<file path="src/rtl/adder_result_accumulator_pkg.sv">
// Shared types and constants for the adder result accumulator: FSM state
// encoding and synchronizer depth.
package accum_pkg;

    typedef enum logic [1:0] {
        ST_IDLE     = 2'd0,
        ST_ADD      = 2'd1,
        ST_WAIT_REL = 2'd2,
        ST_CLEAR    = 2'd3
    } state_t;

    localparam int SYNC_STAGES = 2;

endpackage

</file>
<file path="src/rtl/adder_result_accumulator_if.sv">
// Board-facing bundle of the accumulator: adder operand, raw buttons and LED outputs.
interface adder_result_accumulator_if #(
    parameter int TOTAL_W = 8
);
    logic               c_in;
    logic [1:0]         s_in;
    logic               btn_add;
    logic               btn_clr;
    logic [TOTAL_W-1:0] total;
    logic               ovf;
    logic [3:0]         add_cnt;
    logic               busy;

    modport master (
        output c_in, s_in, btn_add, btn_clr,
        input  total, ovf, add_cnt, busy
    );

    modport slave (
        input  c_in, s_in, btn_add, btn_clr,
        output total, ovf, add_cnt, busy
    );
endinterface

</file>
<file path="src/rtl/adder_result_accumulator_debounce.sv">
// Button conditioner: synchronizer, debounce counter and rising-edge detector.
// Stays disarmed after reset until the button has been seen low for DB_CYCLES.
module btn_debounce
    import accum_pkg::*;
#(
    parameter int DB_CYCLES = 1000000
) (
    input  logic clk,
    input  logic rst_n,
    input  logic btn_raw,
    output logic level,
    output logic rise
);
    localparam int CW = $clog2(DB_CYCLES + 1);
    localparam logic [CW-1:0] CNT_LAST = CW'(DB_CYCLES - 1);

    logic [SYNC_STAGES-1:0] sync_reg;
    logic [CW-1:0]          cnt_reg;
    logic                   level_reg;
    logic                   level_d_reg;
    logic                   armed_reg;
    logic                   synced;

    assign synced = sync_reg[SYNC_STAGES-1];

    always_ff @(posedge clk or negedge rst_n) begin
        if (!rst_n) begin
            sync_reg    <= '0;
            cnt_reg     <= '0;
            level_reg   <= 1'b0;
            level_d_reg <= 1'b0;
            armed_reg   <= 1'b0;
        end else begin
            sync_reg    <= {sync_reg[SYNC_STAGES-2:0], btn_raw};
            level_d_reg <= level_reg;
            if (!armed_reg) begin
                // A button held through reset must be released before it can press.
                level_reg <= 1'b0;
                if (synced) begin
                    cnt_reg <= '0;
                end else if (cnt_reg == CNT_LAST) begin
                    armed_reg <= 1'b1;
                    cnt_reg   <= '0;
                end else begin
                    cnt_reg <= cnt_reg + CW'(1);
                end
            end else if (synced != level_reg) begin
                if (cnt_reg == CNT_LAST) begin
                    level_reg <= synced;
                    cnt_reg   <= '0;
                end else begin
                    cnt_reg <= cnt_reg + CW'(1);
                end
            end else begin
                cnt_reg <= '0;
            end
        end
    end

    assign level = level_reg;
    assign rise  = level_reg & ~level_d_reg;
endmodule

</file>
<file path="src/rtl/adder_result_accumulator.sv">
// Running total of the 2-bit adder result, stepped by a debounced add button.
// Define ACC_SATURATE_EN to clamp at the maximum instead of wrapping.
module adder_result_accumulator
    import accum_pkg::*;
#(
    parameter int TOTAL_W   = 8,
    parameter int DB_CYCLES = 1000000
) (
    input  logic                        clk,
    input  logic                        rst_n,
    adder_result_accumulator_if.slave   bus
);
    logic               add_level;
    logic               add_p;
    logic               unused_clr_level;
    logic               clr_p;
    state_t             state_reg;
    logic [TOTAL_W-1:0] total_reg;
    logic [TOTAL_W-1:0] op_reg;
    logic               ovf_reg;
    logic [3:0]         add_cnt_reg;
    logic               busy_reg;
    logic [TOTAL_W:0]   sum;

    btn_debounce #(.DB_CYCLES(DB_CYCLES)) u_db_add (
        .clk     (clk),
        .rst_n   (rst_n),
        .btn_raw (bus.btn_add),
        .level   (add_level),
        .rise    (add_p)
    );

    btn_debounce #(.DB_CYCLES(DB_CYCLES)) u_db_clr (
        .clk     (clk),
        .rst_n   (rst_n),
        .btn_raw (bus.btn_clr),
        .level   (unused_clr_level),
        .rise    (clr_p)
    );

    assign sum = {1'b0, total_reg} + {1'b0, op_reg};

    always_ff @(posedge clk or negedge rst_n) begin
        if (!rst_n) begin
            state_reg   <= ST_IDLE;
            total_reg   <= '0;
            op_reg      <= '0;
            ovf_reg     <= 1'b0;
            add_cnt_reg <= '0;
            busy_reg    <= 1'b0;
        end else begin
            case (state_reg)
                ST_IDLE: begin
                    // Clear has priority; a coincident add is dropped.
                    if (clr_p) begin
                        state_reg <= ST_CLEAR;
                        busy_reg  <= 1'b1;
                    end else if (add_p) begin
                        op_reg    <= TOTAL_W'({bus.c_in, bus.s_in});
                        state_reg <= ST_ADD;
                        busy_reg  <= 1'b1;
                    end
                end
                ST_ADD: begin
`ifdef ACC_SATURATE_EN
                    if (sum[TOTAL_W]) begin
                        total_reg <= '1;
                        ovf_reg   <= 1'b1;
                    end else begin
                        total_reg <= sum[TOTAL_W-1:0];
                    end
`else
                    total_reg <= sum[TOTAL_W-1:0];
                    if (sum[TOTAL_W]) ovf_reg <= 1'b1;
`endif
                    add_cnt_reg <= add_cnt_reg + 4'd1;
                    state_reg   <= ST_WAIT_REL;
                    busy_reg    <= 1'b1;
                end
                ST_WAIT_REL: begin
                    if (clr_p) begin
                        state_reg <= ST_CLEAR;
                        busy_reg  <= 1'b1;
                    end else if (!add_level) begin
                        state_reg <= ST_IDLE;
                        busy_reg  <= 1'b0;
                    end
                end
                default: begin
                    total_reg   <= '0;
                    ovf_reg     <= 1'b0;
                    add_cnt_reg <= '0;
                    state_reg   <= ST_IDLE;
                    busy_reg    <= 1'b0;
                end
            endcase
        end
    end

    assign bus.total   = total_reg;
    assign bus.ovf     = ovf_reg;
    assign bus.add_cnt = add_cnt_reg;
    assign bus.busy    = busy_reg;
endmodule

</file>
<file path="src/flat_wrapper.sv">
// flat-port wrapper written by rule: the top's interface ports become plain ports
module adder_result_accumulator_flat import accum_pkg::*;
#(
    parameter int TOTAL_W   = 8,
    parameter int DB_CYCLES = 1000000
)
  (clk, rst_n, bus_c_in, bus_s_in, bus_btn_add, bus_btn_clr, bus_total, bus_ovf, bus_add_cnt, bus_busy);
  adder_result_accumulator_if #(.TOTAL_W(TOTAL_W)) bus_i ();
  input  logic clk;
  input  logic rst_n;
  input wire logic [$bits(bus_i.c_in)-1:0] bus_c_in;
  input wire logic [$bits(bus_i.s_in)-1:0] bus_s_in;
  input wire logic [$bits(bus_i.btn_add)-1:0] bus_btn_add;
  input wire logic [$bits(bus_i.btn_clr)-1:0] bus_btn_clr;
  output wire logic [$bits(bus_i.total)-1:0] bus_total;
  output wire logic [$bits(bus_i.ovf)-1:0] bus_ovf;
  output wire logic [$bits(bus_i.add_cnt)-1:0] bus_add_cnt;
  output wire logic [$bits(bus_i.busy)-1:0] bus_busy;
  assign bus_i.c_in = bus_c_in;
  assign bus_i.s_in = bus_s_in;
  assign bus_i.btn_add = bus_btn_add;
  assign bus_i.btn_clr = bus_btn_clr;
  assign bus_total = bus_i.total;
  assign bus_ovf = bus_i.ovf;
  assign bus_add_cnt = bus_i.add_cnt;
  assign bus_busy = bus_i.busy;
  adder_result_accumulator #(.TOTAL_W(TOTAL_W), .DB_CYCLES(DB_CYCLES)) u_core (.clk(clk), .rst_n(rst_n), .bus(bus_i));
endmodule
</file>
<file path="config.mk">
export PLATFORM = sky130hd
export DESIGN_NAME = adder_result_accumulator_flat
export DESIGN_NICKNAME = d
export VERILOG_FILES = /design/src/rtl/adder_result_accumulator_pkg.sv /design/src/rtl/adder_result_accumulator_if.sv /design/src/rtl/adder_result_accumulator_debounce.sv /design/src/rtl/adder_result_accumulator.sv /design/src/flat_wrapper.sv
export SDC_FILE = /design/constraint.sdc
export NUM_CORES = 1
export LEC_CHECK = 0
export ABC_AREA = 1
export CAP_MARGIN = 20
export CORE_ASPECT_RATIO = 0.7
export CORE_MARGIN = 4
export CORE_UTILIZATION = 63
export DETAILED_ROUTE_END_ITERATION = 16
export DONT_BUFFER_PORTS = 1
export GPL_TIMING_DRIVEN = 0
export PLACE_DENSITY = 0.79
export SLEW_MARGIN = 20
export SYNTH_ARGS = -nofsm -noshare
export SYNTH_HDL_FRONTEND = slang
export SYNTH_SLANG_ARGS = --single-unit
</file>
<file path="constraint.sdc">
create_clock -name clk -period 2.06 [get_ports clk]
set_clock_uncertainty 0.05 [all_clocks]
set_input_delay 0.412 -clock clk [delete_from_list [all_inputs] [get_ports clk]]
set_output_delay 0.412 -clock clk [all_outputs]
set_load 0.01 [all_outputs]
</file>
; Word-level counts from Yosys, hierarchy flattened
; Cells that the tools add are included.
; W data, S select, Z words.
[word_totals]
regBits = 69
wordCells = 80
input_bits = 7
output_inout_bits = 14
[op_classes]
n_mux = 34
reduce_logical = 7
bitwise_logic = 6
addsub = 4
eq_ne = 13
[ops]
columns = operator, count
row1 = $mux W20, 8
row2 = $add A20 B1 Y20 const B, 2
row3 = $eq A20 B20 Y1 const B, 2
row4 = $mux W1, 17
row5 = $pmux W8 S2, 1
row6 = $ne A2 B1 Y1 const B, 5
row7 = $add A8 B3 Y9, 1
row8 = $mux W2, 4
row9 = $pmux W4 S2, 1
row10 = $reduce_and A2 Y1, 4
row11 = $pmux W2 S3, 1
row12 = $add A4 B1 Y4 const B, 1
row13 = $not A1 Y1, 4
row14 = $ne A3 B1 Y1 const B, 1
row15 = $ne A3 B2 Y1 const B, 1
row16 = $pmux W1 S3, 1
row17 = $reduce_and A3 Y1, 1
row18 = $and A1 B1 Y1, 2
row19 = $eq A2 B1 Y1 const B, 1
row20 = $eq A2 B2 Y1 const B, 1
row21 = $logic_not A2 Y1, 1
row22 = $ne A1 B1 Y1, 2
row23 = $pmux W1 S2, 1
row24 = $reduce_or A2 Y1, 1

; Longest topological paths before layout
[depth]
word_depth = 5
ltp_mapped = 9
mapped_depth_nobuf = 9

; Hierarchy
; From an unflattened synthesis, not the netlist that was laid out.
[hier_totals]
hier_cells = 437
area_unflattened_um2 = 3694.8
[modules_own_cells]
columns = module, instances, seq_area_each_um2, area_per_inst_um2, cells_per_inst
row1 = btn_debounce, 2, 625.6, 1343.8, 157
row2 = adder_result_accumulator, 1, 475.5, 1007.2, 123

; Worst setup path before layout
; Ideal clock, no wire load.
[synth_timing]
path_type = register -> register
start = register u_core.total_reg[0] (netlist: u_core.bus.total[0])
end = register u_core.ovf_reg (netlist: u_core.bus.ovf)
setup_ns = 0.120
path_slack_ns = 0.467
t_arrival_ns = 1.424
period_less_slack_ns = 1.593
stages_incl_launch_ff = 9
required_time_ns = 1.890
n_path_buf = 0
path_cell_list = dfrtp_1 -> ha_1 -> fa_1 -> nand2_1 -> nand2_1 -> nand4_1 -> nand2_1 -> o21ai_0 -> inv_1
[synth_between]
elab_chain_cells = 3
[synth_lines]
columns = item, line_no
row1 = from (decl), adder_result_accumulator.sv:18  ; logic [TOTAL_W-1:0] total_reg;
row2 = from (signal assigned), adder_result_accumulator.sv:73  ; total_reg <= sum[TOTAL_W-1:0];
row3 = $add A8 B3 Y9, adder_result_accumulator.sv:41  ; assign sum = {1'b0, total_reg} + {1'b0, op_reg};
row4 = $ne A2 B1 Y1 (no source line), -
row5 = $reduce_and A2 Y1 (no source line), -
row6 = to (signal assigned), adder_result_accumulator.sv:48  ; ovf_reg <= 1'b0;
row7 = to (signal assigned), adder_result_accumulator.sv:74  ; if (sum[TOTAL_W]) ovf_reg <= 1'b1;
row8 = to (signal assigned), adder_result_accumulator.sv:91  ; ovf_reg <= 1'b0;
row9 = to (decl), adder_result_accumulator.sv:20  ; logic ovf_reg;
; No other way between the ends.
; A chain may end at the register's enable or synchronous reset.

; Worst setup path in the final report
; Same ends and word-level chain as after synthesis.

==> results.json <==
{
  "portBuffers": 0,
  "finalSetupTns_ns": 0,
  "ios": 21,
  "design_area_sq_um": 3840,
  "end_kind": "register",
  "start_util_pct": 66.3,
  "drt_iter0_markers": 207,
  "antenna_found_initial": 0,
  "antenna_left": 0,
  "power_switching_uw": 547,
  "yosys-top-cells-area": "dfrtp_1 (49%), nand2_1 (9.9%), nor2_1 (9.4%)",
  "violations": "negative hold slack",
  "post_cts_resized": 0,
  "dp_hpwl_um": 4820,
  "synth_area_leader_cell": "dfrtp_1",
  "die_h_um": 70.5,
  "seqPwrFrac_pct": 52.0,
  "synth_ff_type": "dfrtp_1",
  "dpl.cell_count": 503,
  "async_flop_share_pct": 100,
  "intPower_mw": 2.10,
  "layout-drive-gt1-share_pct": 9.17,
  "yosysMostFrequentCell": "nand2_1",
  "post_cts_buffers": 0,
  "synth_warnings": 0,
  "post-route-util_pct": 72.2,
  "powerDensity_nw_per_um2": 691,
  "synth_top_area_share_pct": 49.0,
  "slew_violations": 0,
  "drt_wl_total_um": 6610,
  "r2r_slack_ns": 0.27,
  "rsz0062_at_grt": "false",
  "synth_edf_count": 0,
  "min_path_type": "in -> async",
  "via_per_inst": 5.22,
  "dr.pass1.iters": 5,
  "power.share.switching_pct": 20.6,
  "hold_violations": 69,
  "die-width_um": 97.4,
  "syn_nets": 445,
  "area_growth_pct": 8.96,
  "clk_pin_slew_ns": 0.07,
  "layout.nets": 456,
  "yosysSeqAreaShare_pct": 49.0,
  "drv_cap": 0,
  "synth_area_sq_um": 3520,
  "setup_viol": 0,
  "clockPowerShare_pct": 46.2,
  "grt_max_degree": 70,
  "worstReg2RegStart": "u_core.bus.total[0]",
  "cts_buffer_depth": 2,
  "holdWs_ns": -0.289,
  "fillCellCount": 406,
  "max-vdd-ir-drop_mv": 0.653,
  "placed_cell_area_sq_um": 3610,
  "rows": 22,
  "dieArea_sq_um": 6870,
  "fin_crit_sh_pct": 87.1,
  "gp_congestion": 0.927,
  "grt_pass1_vias": 2659,
  "slew_headroom_pct": 73.7,
  "worst_ep_arrival_time_ns": 1.98,
  "syn_area_per_cell_sq_um": 8.17,
  "grt_overflow": 0,
  "status": "finished, violations left",
  "clk_latency_ns": 0.34,
  "cts.sinks": 69,
  "vias": 2711,
  "power_frac_comb_pct": 1.8,
  "cts_made_buffers": 9,
  "ys_top_cells_by_count": "nand2_1 (93), nor2_1 (88), dfrtp_1 (69)",
  "grt_first_pass_wirelength_um": 11900,
  "p_leak_nw": 1.79,
  "routedWlPerCell_um": 12.7,
  "n_antenna_cell": 0,
  "cts_tree": "yes",
  "drc": 0,
  "critPathKind": "reg -> reg",
  "worstMarginPinSlew_ns": 0.392,
  "ys_seq_elements": 69,
  "core_area_sq_um": 5310,
  "reg2reg_to": "u_core.bus.ovf",
  "worst-path-max-fanout": 4,
  "grt_use_total_pct": 21.0,
  "r2r_cells": 8,
  "min_period_ns": 1.79,
  "ys_types": 33,
  "fmax_ghz": 0.557,
  "critPathRequiredTime_ns": 2.24,
  "worstSetupStartpointType": "register",
  "root_buffer": "clkbuf_8",
  "synthCells": 431,
  "h-tree-depth": 3,
  "finalNonFillerCells": 519
}
-- power by group through the flow --
stage / Sequential (mW) / Clock [mW] / Combinational (mW)
final: 1.38 / 1.22 / 0.0482
after global routing: 1.38 / 1.32 / 0.0544
after CTS: 1.38 / 1.25 / 0.0489
after detailed placement: 1.40 / 0 / 0.0486
after global placement: 1.40 / 0 / 0.0469
after floorplan: 1.40 / 0 / 0.0401
-- cells by family after synthesis --
family | after synthesis | synth area share [%]
DFF | 69 | 49.0
AOI/OAI and AO/OA | 35 | 5.97
adders and majority gates | 7 | 2.70
buffers and inverters | 56 | 6.43
xor gates and xnor gates | 20 | 5.51
and+or+nand+nor | 244 | 30.3
-- through the flow --
stage                     hold WS, ns  setup WS (ns)  power, mW
after floorplan                0.0664          0.467       1.44
after global placement         0.0683          0.324       1.45
after detailed placement       0.0681          0.286       1.45
after CTS                      -0.306          0.280       2.68
after global routing           -0.318          0.179       2.75
final                          -0.289          0.265       2.65
-- cell type report --
class | instances | area (sq um) | area share (%)
sequential | 69 | 1730 | 45.0
multi-input combinational | 306 | 1570 | 40.9
inverter | 53 | 199 | 5.19
clock buffer | 11 | 141 | 3.69
tap | 72 | 90.1 | 2.35
clock inverter | 5 | 83.8 | 2.19
buffer | 3 | 27.5 | 0.718
-- critical path: stages (launching register included) --
cell and delay, ns:
dfrtp_1 0.44, ha_1 0.26, fa_1 0.38, nand2_1 0.10, nand2_1 0.13, nand4_1 0.15
nand2_1 0.05, o21ai_0 0.07, inv_1 0.05
-- layout by cell type (no fill, tap or decap), drive strengths merged --
| cell | Yosys | final |
|---|---|---|
| bufinv | 0 | 2 |
| xnor2 | 5 | 5 |
| o21a | 3 | 3 |
| clkbuf | 0 | 11 |
| o21ai | 15 | 15 |
| inv | 53 | 53 |
| xor2 | 15 | 15 |
| a21oi | 10 | 10 |
| nor3b | 1 | 1 |
| fa | 1 | 1 |
| nand4 | 4 | 4 |
| o211ai | 1 | 1 |
| nand2 | 97 | 97 |
| nor2 | 99 | 99 |
| nor3 | 7 | 7 |
| clkinvlp | 0 | 2 |
| nand3 | 33 | 33 |
| clkinv | 0 | 1 |
| a22o | 2 | 2 |
| o22ai | 1 | 1 |
| a31oi | 2 | 2 |
| buf | 3 | 3 |
| ha | 6 | 6 |
| dfrtp | 69 | 69 |
| o21bai | 1 | 1 |
| nand3b | 1 | 1 |
| or2 | 2 | 2 |
-- routing by layer --
layer | GRT usage [%] | part of all wire (%) | up-vias
met4 | 5.99 | 1.0 | 0
met5 | 0 | 0 | -
met2 | 33.4 | 46 | 78
met1 | 28.3 | 47 | 1253
li1 | - | - | 1374
met3 | 6.70 | 6.7 | 6
-- worst max path at each step --
stage,cells past startpoint,startpoint,endpoint
after detailed placement,8,u_core.bus.total[0],u_core.bus.ovf
after floorplan,8,u_core.bus.total[0],u_core.bus.ovf
final,8,u_core.bus.total[0],u_core.bus.ovf
after global routing,8,u_core.bus.total[0],u_core.bus.ovf
after CTS,8,u_core.bus.total[0],u_core.bus.ovf
after global placement,8,u_core.bus.total[0],u_core.bus.ovf
(Power assumes the default switching activity.)
